[src/rtl/dff_chain_pkg.sv]
// Shared types and defaults for the serial flip-flop chain loader.
package dff_chain_pkg;

    typedef enum logic [1:0] {
        IDLE   = 2'd0,
        SHIFT  = 2'd1,
        UPDATE = 2'd2
    } state_t;

    localparam int DEFAULT_WIDTH = 8;

endpackage

[src/rtl/dff_chain_loader.sv]
// Shifts a parallel word into an external flop chain, capturing the old contents.
// state  | meaning
// IDLE   | ready for a word, outputs quiet, rd_data held
// SHIFT  | WIDTH cycles of shift_en, new bits out / old bits in
// UPDATE | one-cycle update + rd_valid strobe
module dff_chain_loader
    import dff_chain_pkg::*;
#(
    parameter int WIDTH     = DEFAULT_WIDTH,
    parameter bit MSB_FIRST = 1'b1
) (
    input  logic             clk,
    input  logic             rst_n,
    input  logic             in_valid,
    output logic             in_ready,
    input  logic [WIDTH-1:0] in_data,
    output logic             shift_en,
    output logic             shift_d,
    input  logic             chain_so,
    output logic             update,
    output logic [WIDTH-1:0] rd_data,
    output logic             rd_valid,
    output logic             busy
);

    localparam int               CNT_W    = $clog2(WIDTH);
    localparam logic [CNT_W-1:0] CNT_LAST = CNT_W'(WIDTH - 1);

    state_t           state;
    logic [WIDTH-1:0] sreg;
    logic [WIDTH-1:0] cap;
    logic [WIDTH-1:0] load_word;
    logic [CNT_W-1:0] cnt;

    // The first bit to leave is always sreg[WIDTH-1], so LSB-first words are mirrored on load.
    always_comb begin
        load_word = in_data;
        if (!MSB_FIRST) begin
            for (int i = 0; i < WIDTH; i++) begin
                load_word[i] = in_data[WIDTH-1-i];
            end
        end
    end

    always_ff @(posedge clk or negedge rst_n) begin
        if (!rst_n) begin
            state <= IDLE;
            sreg  <= '0;
            cap   <= '0;
            cnt   <= '0;
        end else begin
            case (state)
                IDLE: begin
                    if (in_valid) begin
                        sreg  <= load_word;
                        cnt   <= '0;
                        state <= SHIFT;
                    end
                end
                SHIFT: begin
                    sreg <= sreg << 1;
                    cap  <= {cap[WIDTH-2:0], chain_so};
                    if (cnt == CNT_LAST) begin
                        state <= UPDATE;
                    end else begin
                        cnt <= cnt + CNT_W'(1);
                    end
                end
                UPDATE: state <= IDLE;
                default: state <= IDLE;
            endcase
        end
    end

    // Outputs decode registered state only; in_ready is also held low during reset.
    assign in_ready = rst_n && (state == IDLE);
    assign busy     = (state != IDLE);
    assign shift_en = (state == SHIFT);
    assign shift_d  = (state == SHIFT) && sreg[WIDTH-1];
    assign update   = (state == UPDATE);
    assign rd_valid = (state == UPDATE);
    assign rd_data  = cap;

endmodule

[config.mk]
export PLATFORM = sky130hd
export DESIGN_NAME = dff_chain_loader
export DESIGN_NICKNAME = d
export VERILOG_FILES = /design/src/rtl/dff_chain_pkg.sv /design/src/rtl/dff_chain_loader.sv
export SDC_FILE = /design/constraint.sdc
export NUM_CORES = 1
export LEC_CHECK = 0
export ABC_AREA = 1
export CAP_MARGIN = 10
export CELL_PAD_IN_SITES_DETAIL_PLACEMENT = 1
export CELL_PAD_IN_SITES_GLOBAL_PLACEMENT = 2
export CORE_MARGIN = 8
export CORE_UTILIZATION = 36
export CTS_BUF_LIST = sky130_fd_sc_hd__clkbuf_8 sky130_fd_sc_hd__clkbuf_16
export DETAILED_ROUTE_END_ITERATION = 12
export DONT_BUFFER_PORTS = 1
export MAX_ROUTING_LAYER = met4
export PLACE_DENSITY = 0.92
export REMOVE_ABC_BUFFERS = 1
export SLEW_MARGIN = 0
export SYNTH_ARGS = -nofsm -noshare
export SYNTH_HDL_FRONTEND = slang
export SYNTH_SLANG_ARGS = --single-unit
export TNS_END_PERCENT = 5
[constraint.sdc]
create_clock -name clk -period 3.2 [get_ports clk]
set_clock_uncertainty 0.05 [all_clocks]
set_input_delay 0.96 -clock clk [delete_from_list [all_inputs] [get_ports clk]]
set_output_delay 0.96 -clock clk [all_outputs]
set_load 0.05 [all_outputs]
Word level (Yosys, flattened, before mapping)
Index checks and enable logic that the tools add are counted.
{"block": "totals", "register_bits": 21, "word_cells": 27, "inputBits": 12, "out_inout_bits": 14}
{"block": "op_classes", "n_reduce_logical": 8, "muxes": 8, "addsub": 1, "n_eq_ne": 6}
{"cell": "$pmux W8 S2", "n": 1}
{"cell": "$mux W8", "n": 1}
{"cell": "$mux W3", "n": 2}
{"cell": "$pmux W3 S2", "n": 1}
{"cell": "$mux W2", "n": 2}
{"cell": "$ne A2 B2 Y1 const B", "n": 2}
{"cell": "$pmux W2 S2", "n": 1}
{"cell": "$reduce_and A2 Y1", "n": 2}
{"cell": "$reduce_bool A2 Y1", "n": 2}
{"cell": "$add A3 B1 Y3 const B", "n": 1}
{"cell": "$eq A3 B3 Y1 const B", "n": 1}
{"cell": "$reduce_and A3 Y1", "n": 1}
{"cell": "$eq A2 B1 Y1 const B", "n": 1}
{"cell": "$eq A2 B2 Y1 const B", "n": 1}
{"cell": "$logic_and A1 B1 Y1", "n": 2}
{"cell": "$logic_not A2 Y1", "n": 1}
{"cell": "$ne A2 B1 Y1 const B", "n": 1}

Longest topological paths before layout
Gate-level depths: netlist of the first run.
{"block": "logic_depth", "depth_word": 3, "depth_mapped": 6, "depth_no_buf": 6}

Worst setup path after synthesis of the first run
Ideal clock, no wire load.
{"block": "synth_timing", "path_kind": "input-to-output", "startpoint": "input rst_n", "endpoint": "output in_ready", "t_required_ps": 2190, "n_path_buf": 0, "cell_stages": 2, "slack_ps": 552, "arrival_time_ps": 1638, "path_cell_list": "inv_1 nor2_1"}
{"block": "synth_between", "elab_chain_cells": 1}
{"element": "start: declaration", "line_no": "dff_chain_loader.sv:13", "rtl": "input logic rst_n,"}
{"element": "$logic_and A1 B1 Y1", "line_no": "dff_chain_loader.sv:76", "rtl": "assign in_ready = rst_n && (state == IDLE);"}
{"element": "end: declaration", "line_no": "dff_chain_loader.sv:15", "rtl": "output logic in_ready,"}
Every way passes these cells.

Worst setup path in the final report of the first run
{"block": "layout_timing", "startpoint": "register state[1]", "endpoint": "output shift_d"}
{"block": "layout_between", "elab_chain_cells": 2}
{"element": "start: declaration", "line_no": "dff_chain_loader.sv:29", "rtl": "state_t state;"}
{"element": "start signal: assignment", "line_no": "dff_chain_loader.sv:47", "rtl": "state <= IDLE;"}
{"element": "start signal: assignment", "line_no": "dff_chain_loader.sv:57", "rtl": "state <= SHIFT;"}
{"element": "start signal: assignment", "line_no": "dff_chain_loader.sv:64", "rtl": "state <= UPDATE;"}
{"element": "$eq A2 B1 Y1", "line_no": "dff_chain_loader.sv:79", "rtl": "assign shift_d = (state == SHIFT) && sreg[WIDTH-1];"}
{"element": "$logic_and A1 B1 Y1", "line_no": "dff_chain_loader.sv:79"}
{"element": "end: declaration", "line_no": "dff_chain_loader.sv:18", "rtl": "output logic shift_d,"}
Every way passes these cells.

==> impl_metrics.env, run 1 <==
export IMPL_status="finished clean"
export IMPL_die_x_um=69.4
export IMPL_wire_per_inst_um=13.7
export IMPL_yosysUniqueCellTypes=14
export IMPL_cts_root_buf="clkbuf_8"
export IMPL_clock_latency_ns=0.25
export IMPL_ios=26
export IMPL_core_area_um2=2730
export IMPL_clock_path_buffers=2
export IMPL_cts_tree="done"
export IMPL_area_growth_synth_to_final_pct=6.59
export IMPL_cts_inserted_buffers=3
export IMPL_fp_dieH_um=69.4
export IMPL_place_gp_congestion=0.725
export IMPL_peakVddDrop_mv=0.600
export IMPL_arrival_ns=1.70
export IMPL_avgSynthCellArea_um2=7.66
export IMPL_min_path_type="in -> async"
export IMPL_vias=796
export IMPL_setup_tns_final_ns=0
export IMPL_ys_seq_area_share_pct=51.2
export IMPL_syn_area_um2=1030
export IMPL_fmax_ghz=0.369
export IMPL_ant_nets=0
export IMPL_rr_startpoint="state[1]"
export IMPL_leakagePower_nw=0.639
export IMPL_worst_slew_margin_rel_pct=65.3
export IMPL_start_util_pct=37.5
export IMPL_ctsResizeCount=0
export IMPL_hold_slack_ns=0.339
export IMPL_worstPathMaxFanout=20
export IMPL_finalWorstSetupSlack_ns=0.488
export IMPL_dr_pass1_iters=4
export IMPL_nets=151
export IMPL_rows=19
export IMPL_clkTransAtPathRegs_ns=0.08
export IMPL_rsz0062_at_grt="no"
export IMPL_dieArea_um2=4810
export IMPL_synth_cells=134
export IMPL_dr_first_iter_drc_count=45
export IMPL_antenna_cells=0
export IMPL_tightest_slew_ns=0.521
export IMPL_critPathLaunch="state[1]"
export IMPL_synth_seq_cells=21
export IMPL_grtUsageTotal_pct=9.68
export IMPL_cts_setup_buffers=0
export IMPL_viasPerCell=4.77
export IMPL_ys_warn_count=0
export IMPL_hold_viol=0
export IMPL_cts_sinks=21
export IMPL_slew_violations=0
export IMPL_dp_hpwl_um=1720
export IMPL_grt_pass1_wl_um=3910
export IMPL_finalCritPeriodShare_pct=84.8
export IMPL_crit_required_ns=2.19
export IMPL_total_power_mw=1.29
export IMPL_period_minus_slack_ns=2.71
export IMPL_critPathLaunchType="register"
export IMPL_post_place_ws_ns=0.769
export IMPL_hold_buffers=0
export IMPL_grt_pass1_vias=805
export IMPL_htreeDepth=1
export IMPL_setup_viol=0
export IMPL_cp_end_kind="output port"
export IMPL_grt_start_max_net_pins=23
export IMPL_drc=0
export IMPL_portBuffers=0
export IMPL_antenna_found_initial=0
export IMPL_drive_above_1_share_pct=8.82
export IMPL_grt_overflow_total=0
export IMPL_drv_cap=0
export IMPL_p_per_area_nw_per_um2=1180
export IMPL_finalWirelength_um=2290
export IMPL_critPathKind="reg -> out"
power breakdown:
| part | internal (mW) | total [mW] | switching (mW) | leakage, nW |
|---|---|---|---|---|
| Clock | 0.0866 | 0.175 | 0.0883 | 0.0255 |
| Combinational | 0.150 | 0.471 | 0.321 | 0.355 |
| Sequential | 0.386 | 0.648 | 0.262 | 0.258 |
flip-flops by register name, indices dropped and copies added, names as in the netlist:
register  flops
sreg          8
rd_data       8
cnt           3
state         2
path summary, 6_finish.rpt:
kind                       cells past startpoint  slack, ns  endpoint
min reg2reg                                    2       0.44    cnt[1]
max reg2reg                                    6       1.42   sreg[1]
max                                            4       0.49   shift_d
max in group asynchronous                      0       2.69    cnt[1]
min in group clk                               2       0.44    cnt[1]
min                                            0       0.34   sreg[3]
worst max-delay path: stages (launching register included):
cell and delay, ns:
dfrtp_1 0.39, inv_1 0.30, nand2_2 0.35, nor2_1 0.19, buf_4 0.22
final cells by class:
type                            count  area [um^2]
Fill cell                         342         1640
Sequential cell                    21          526
Multi-Input combinational cell     82          363
Inverter                           26         97.6
Clock buffer                        3         41.3
Tap cell                           31         38.8
Timing Repair Buffer                3         22.5
Clock inverter                      1         5.00
metal layers:
metal	GRT usage (%)	part of all wire, %	vias up
met3	2.86	3.4	2
met5	-	0	-
met1	11.7	46	384
met2	15.5	50	12
met4	2.05	0.61	0
li1	-	-	398
metrics by stage:
stage | util [%] | cells | area [um^2]
after floorplan | - | 129 | 983
after global placement | 38.3 | 163 | 1050
after detailed placement | 38.3 | 163 | 1050
after CTS | 40.0 | 167 | 1090
after global routing | 40.0 | 167 | 1090
final | 40.0 | 167 | 1090
cell usage after synthesis:
master | count | share of area [%]
nand2_1 | 52 | 19
inv_1 | 25 | 9.1
dfrtp_1 | 21 | 51
nand3_1 | 16 | 7.8
nor2_1 | 6 | 2.2
buf_4 | 2 | 1.5
buf_6 | 2 | 2.2
ha_1 | 2 | 2.4
nand2_2 | 2 | 1.2
o21ai_0 | 2 | 0.98
buf_2 | 1 | 0.49
inv_2 | 1 | 0.37
nand4_1 | 1 | 0.61
o21ai_2 | 1 | 0.85
cell families (layout without fill, tap and decap cells):
kind of cell    Yosys count  after routing  synth area share [%]
buf+inv                  31             33                  13.7
simple gates             77             77                  30.9
flops                    21             21                  51.2
compound gates            3              3                  1.83
fa+ha+maj                 2              2                  2.44
cells in the final DEF, fill, tap and decap left out, drive strengths merged:
master and instances:
buf 3, clkbuf 3, clkinv 1, dfrtp 21, ha 2, inv 26
nand2 54, nand3 16, nand4 1, nor2 6, o21ai 3
Power figures use the tool's default switching activity.
==> inputs of run 2 (changes only) <==
--- a/config.mk
+++ b/config.mk
@@ -10,12 +10,12 @@
 export CELL_PAD_IN_SITES_DETAIL_PLACEMENT = 1
 export CELL_PAD_IN_SITES_GLOBAL_PLACEMENT = 2
 export CORE_MARGIN = 8
-export CORE_UTILIZATION = 36
+export CORE_UTILIZATION = 33
 export CTS_BUF_LIST = sky130_fd_sc_hd__clkbuf_8 sky130_fd_sc_hd__clkbuf_16
 export DETAILED_ROUTE_END_ITERATION = 12
 export DONT_BUFFER_PORTS = 1
 export MAX_ROUTING_LAYER = met4
-export PLACE_DENSITY = 0.92
+export PLACE_DENSITY = 0.86
 export REMOVE_ABC_BUFFERS = 1
 export SLEW_MARGIN = 0
 export SYNTH_ARGS = -nofsm -noshare
==> constraint.sdc (replaced) <==
create_clock -name clk -period 2.5 [get_ports clk]
set_clock_uncertainty 0.05 [all_clocks]
set_input_delay 0.75 -clock clk [delete_from_list [all_inputs] [get_ports clk]]
set_output_delay 0.75 -clock clk [all_outputs]
set_load 0.05 [all_outputs]
==> impl_metrics.env, run 2 (synthesis results as in run 1) <==
export IMPL_status="finished clean"
export IMPL_viasPerCell=4.76
export IMPL_critPathKind="reg -> out"
export IMPL_layout_commonest_cell="nand2_1"
export IMPL_hold_viol=0
export IMPL_nets=154
export IMPL_fmax_ghz=0.434
export IMPL_crit_required_ns=1.70
export IMPL_finalWirelength_um=2370
export IMPL_ios=26
export IMPL_cts_tree="done"
export IMPL_layout_common_cells="52 x nand2_1, 26 x inv_1, 21 x dfrtp_1"
export IMPL_drive_above_1_share_pct=10.1
export IMPL_dp_hpwl_um=1810
export IMPL_portBuffers=0
export IMPL_grt_pass1_vias=882
export IMPL_start_util_pct=34.2
export IMPL_arrival_ns=1.51
export IMPL_wire_per_inst_um=13.8
export IMPL_grt_start_max_net_pins=23
export IMPL_htreeDepth=1
export IMPL_worst_slew_margin_rel_pct=65.2
export IMPL_placed_cell_area_um2=1070
export IMPL_dr_pass1_iters=2
export IMPL_grt_pass1_wl_um=4060
export IMPL_p_per_area_nw_per_um2=1500
export IMPL_vias=818
export IMPL_hold_buffers=0
export IMPL_area_growth_synth_to_final_pct=8.90
export IMPL_cts_root_buf="clkbuf_8"
export IMPL_place_gp_congestion=0.756
export IMPL_dr_first_iter_drc_count=32
export IMPL_clkTransAtPathRegs_ns=0.07
export IMPL_rows=20
export IMPL_clock_path_buffers=2
export IMPL_core_area_um2=3000
export IMPL_setup_viol=0
export IMPL_min_path_type="in -> async"
export IMPL_drc=0
export IMPL_clock_latency_ns=0.26
export IMPL_slew_violations=0
export IMPL_die_x_um=71.8
export IMPL_cp_end_kind="output port"
export IMPL_dieArea_um2=5150
export IMPL_worstPathMaxFanout=13
export IMPL_cts_sinks=21
export IMPL_cts_inserted_buffers=3
export IMPL_period_minus_slack_ns=2.31
export IMPL_ctsResizeCount=0
export IMPL_fin_util_pct=37.2
export IMPL_finalCritPeriodShare_pct=92.2
export IMPL_cts_setup_buffers=0
export IMPL_peakVddDrop_mv=0.467
export IMPL_fp_dieH_um=71.8
export IMPL_drv_cap=0
export IMPL_critPathLaunchType="register"
export IMPL_ant_nets=0
export IMPL_rsz0062_at_grt="no"
export IMPL_antenna_found_initial=0
export IMPL_rrSetupSlack_ns=0.73
export IMPL_tightest_slew_ns=0.521
export IMPL_postLayoutCellArea_um2=1120
export IMPL_grtUsageTotal_pct=10.1
export IMPL_antenna_cells=0
export IMPL_leakagePower_nw=0.654
export IMPL_grt_overflow_total=0
==> run 2: layer usage <==
metal | vias up | GRT usage, % | share of wire (%)
met4 | 0 | 2.95 | 0.25
li1 | 405 | - | -
met1 | 392 | 11.0 | 44
met3 | 2 | 5.44 | 8.2
met2 | 19 | 15.5 | 48
met5 | - | - | 0
==> run 2: cell type report <==
cell class | count | area [um^2]
Multi-Input combinational cell | 82 | 363
Timing Repair Buffer | 6 | 45.0
Clock inverter | 1 | 3.75
Clock buffer | 3 | 41.3
Inverter | 26 | 97.6
Fill cell | 368 | 1890
Tap cell | 33 | 41.3
Sequential cell | 21 | 526
==> run 2: path summary, 6_finish.rpt <==
check / from / to / cells past startpoint
max: state[0] / shift_d / 3
min: rst_n / sreg[3] / 0
max reg2reg: state[0] / sreg[5] / 6
min reg2reg: cnt[2] / cnt[2] / 2
max in group asynchronous: rst_n / sreg[1] / 0
min in group clk: cnt[2] / cnt[2] / 2
==> run 2: metrics by stage <==
stage / TNS, ns / instances / power [mW] / hold slack, ns / setup slack (ns)
finish: 0 / 172 / 1.68 / 0.130 / 0.194
global route: 0 / 172 / 1.83 / 0.109 / 0.0522
floorplan: -0.155 / 129 / 1.29 / 0.396 / -0.0774
detailed placement: 0 / 168 / 1.49 / 0.405 / 0.483
CTS: 0 / 172 / 1.71 / 0.119 / 0.176
global placement: 0 / 168 / 1.46 / 0.405 / 0.553
==> run 2: worst max-delay path, stage by stage (launching register included) <==
cell	delay, ns
dfrtp_1	0.63
nand2_2	0.27
nor2_1	0.14
buf_4	0.21
==> run 2: where the power goes <==
| part | internal [mW] | switching, mW | leakage [nW] | total (mW) |
|---|---|---|---|---|
| sequential | 0.494 | 0.342 | 0.258 | 0.835 |
| clock | 0.109 | 0.107 | 0.0269 | 0.216 |
| combinational | 0.212 | 0.417 | 0.369 | 0.629 |
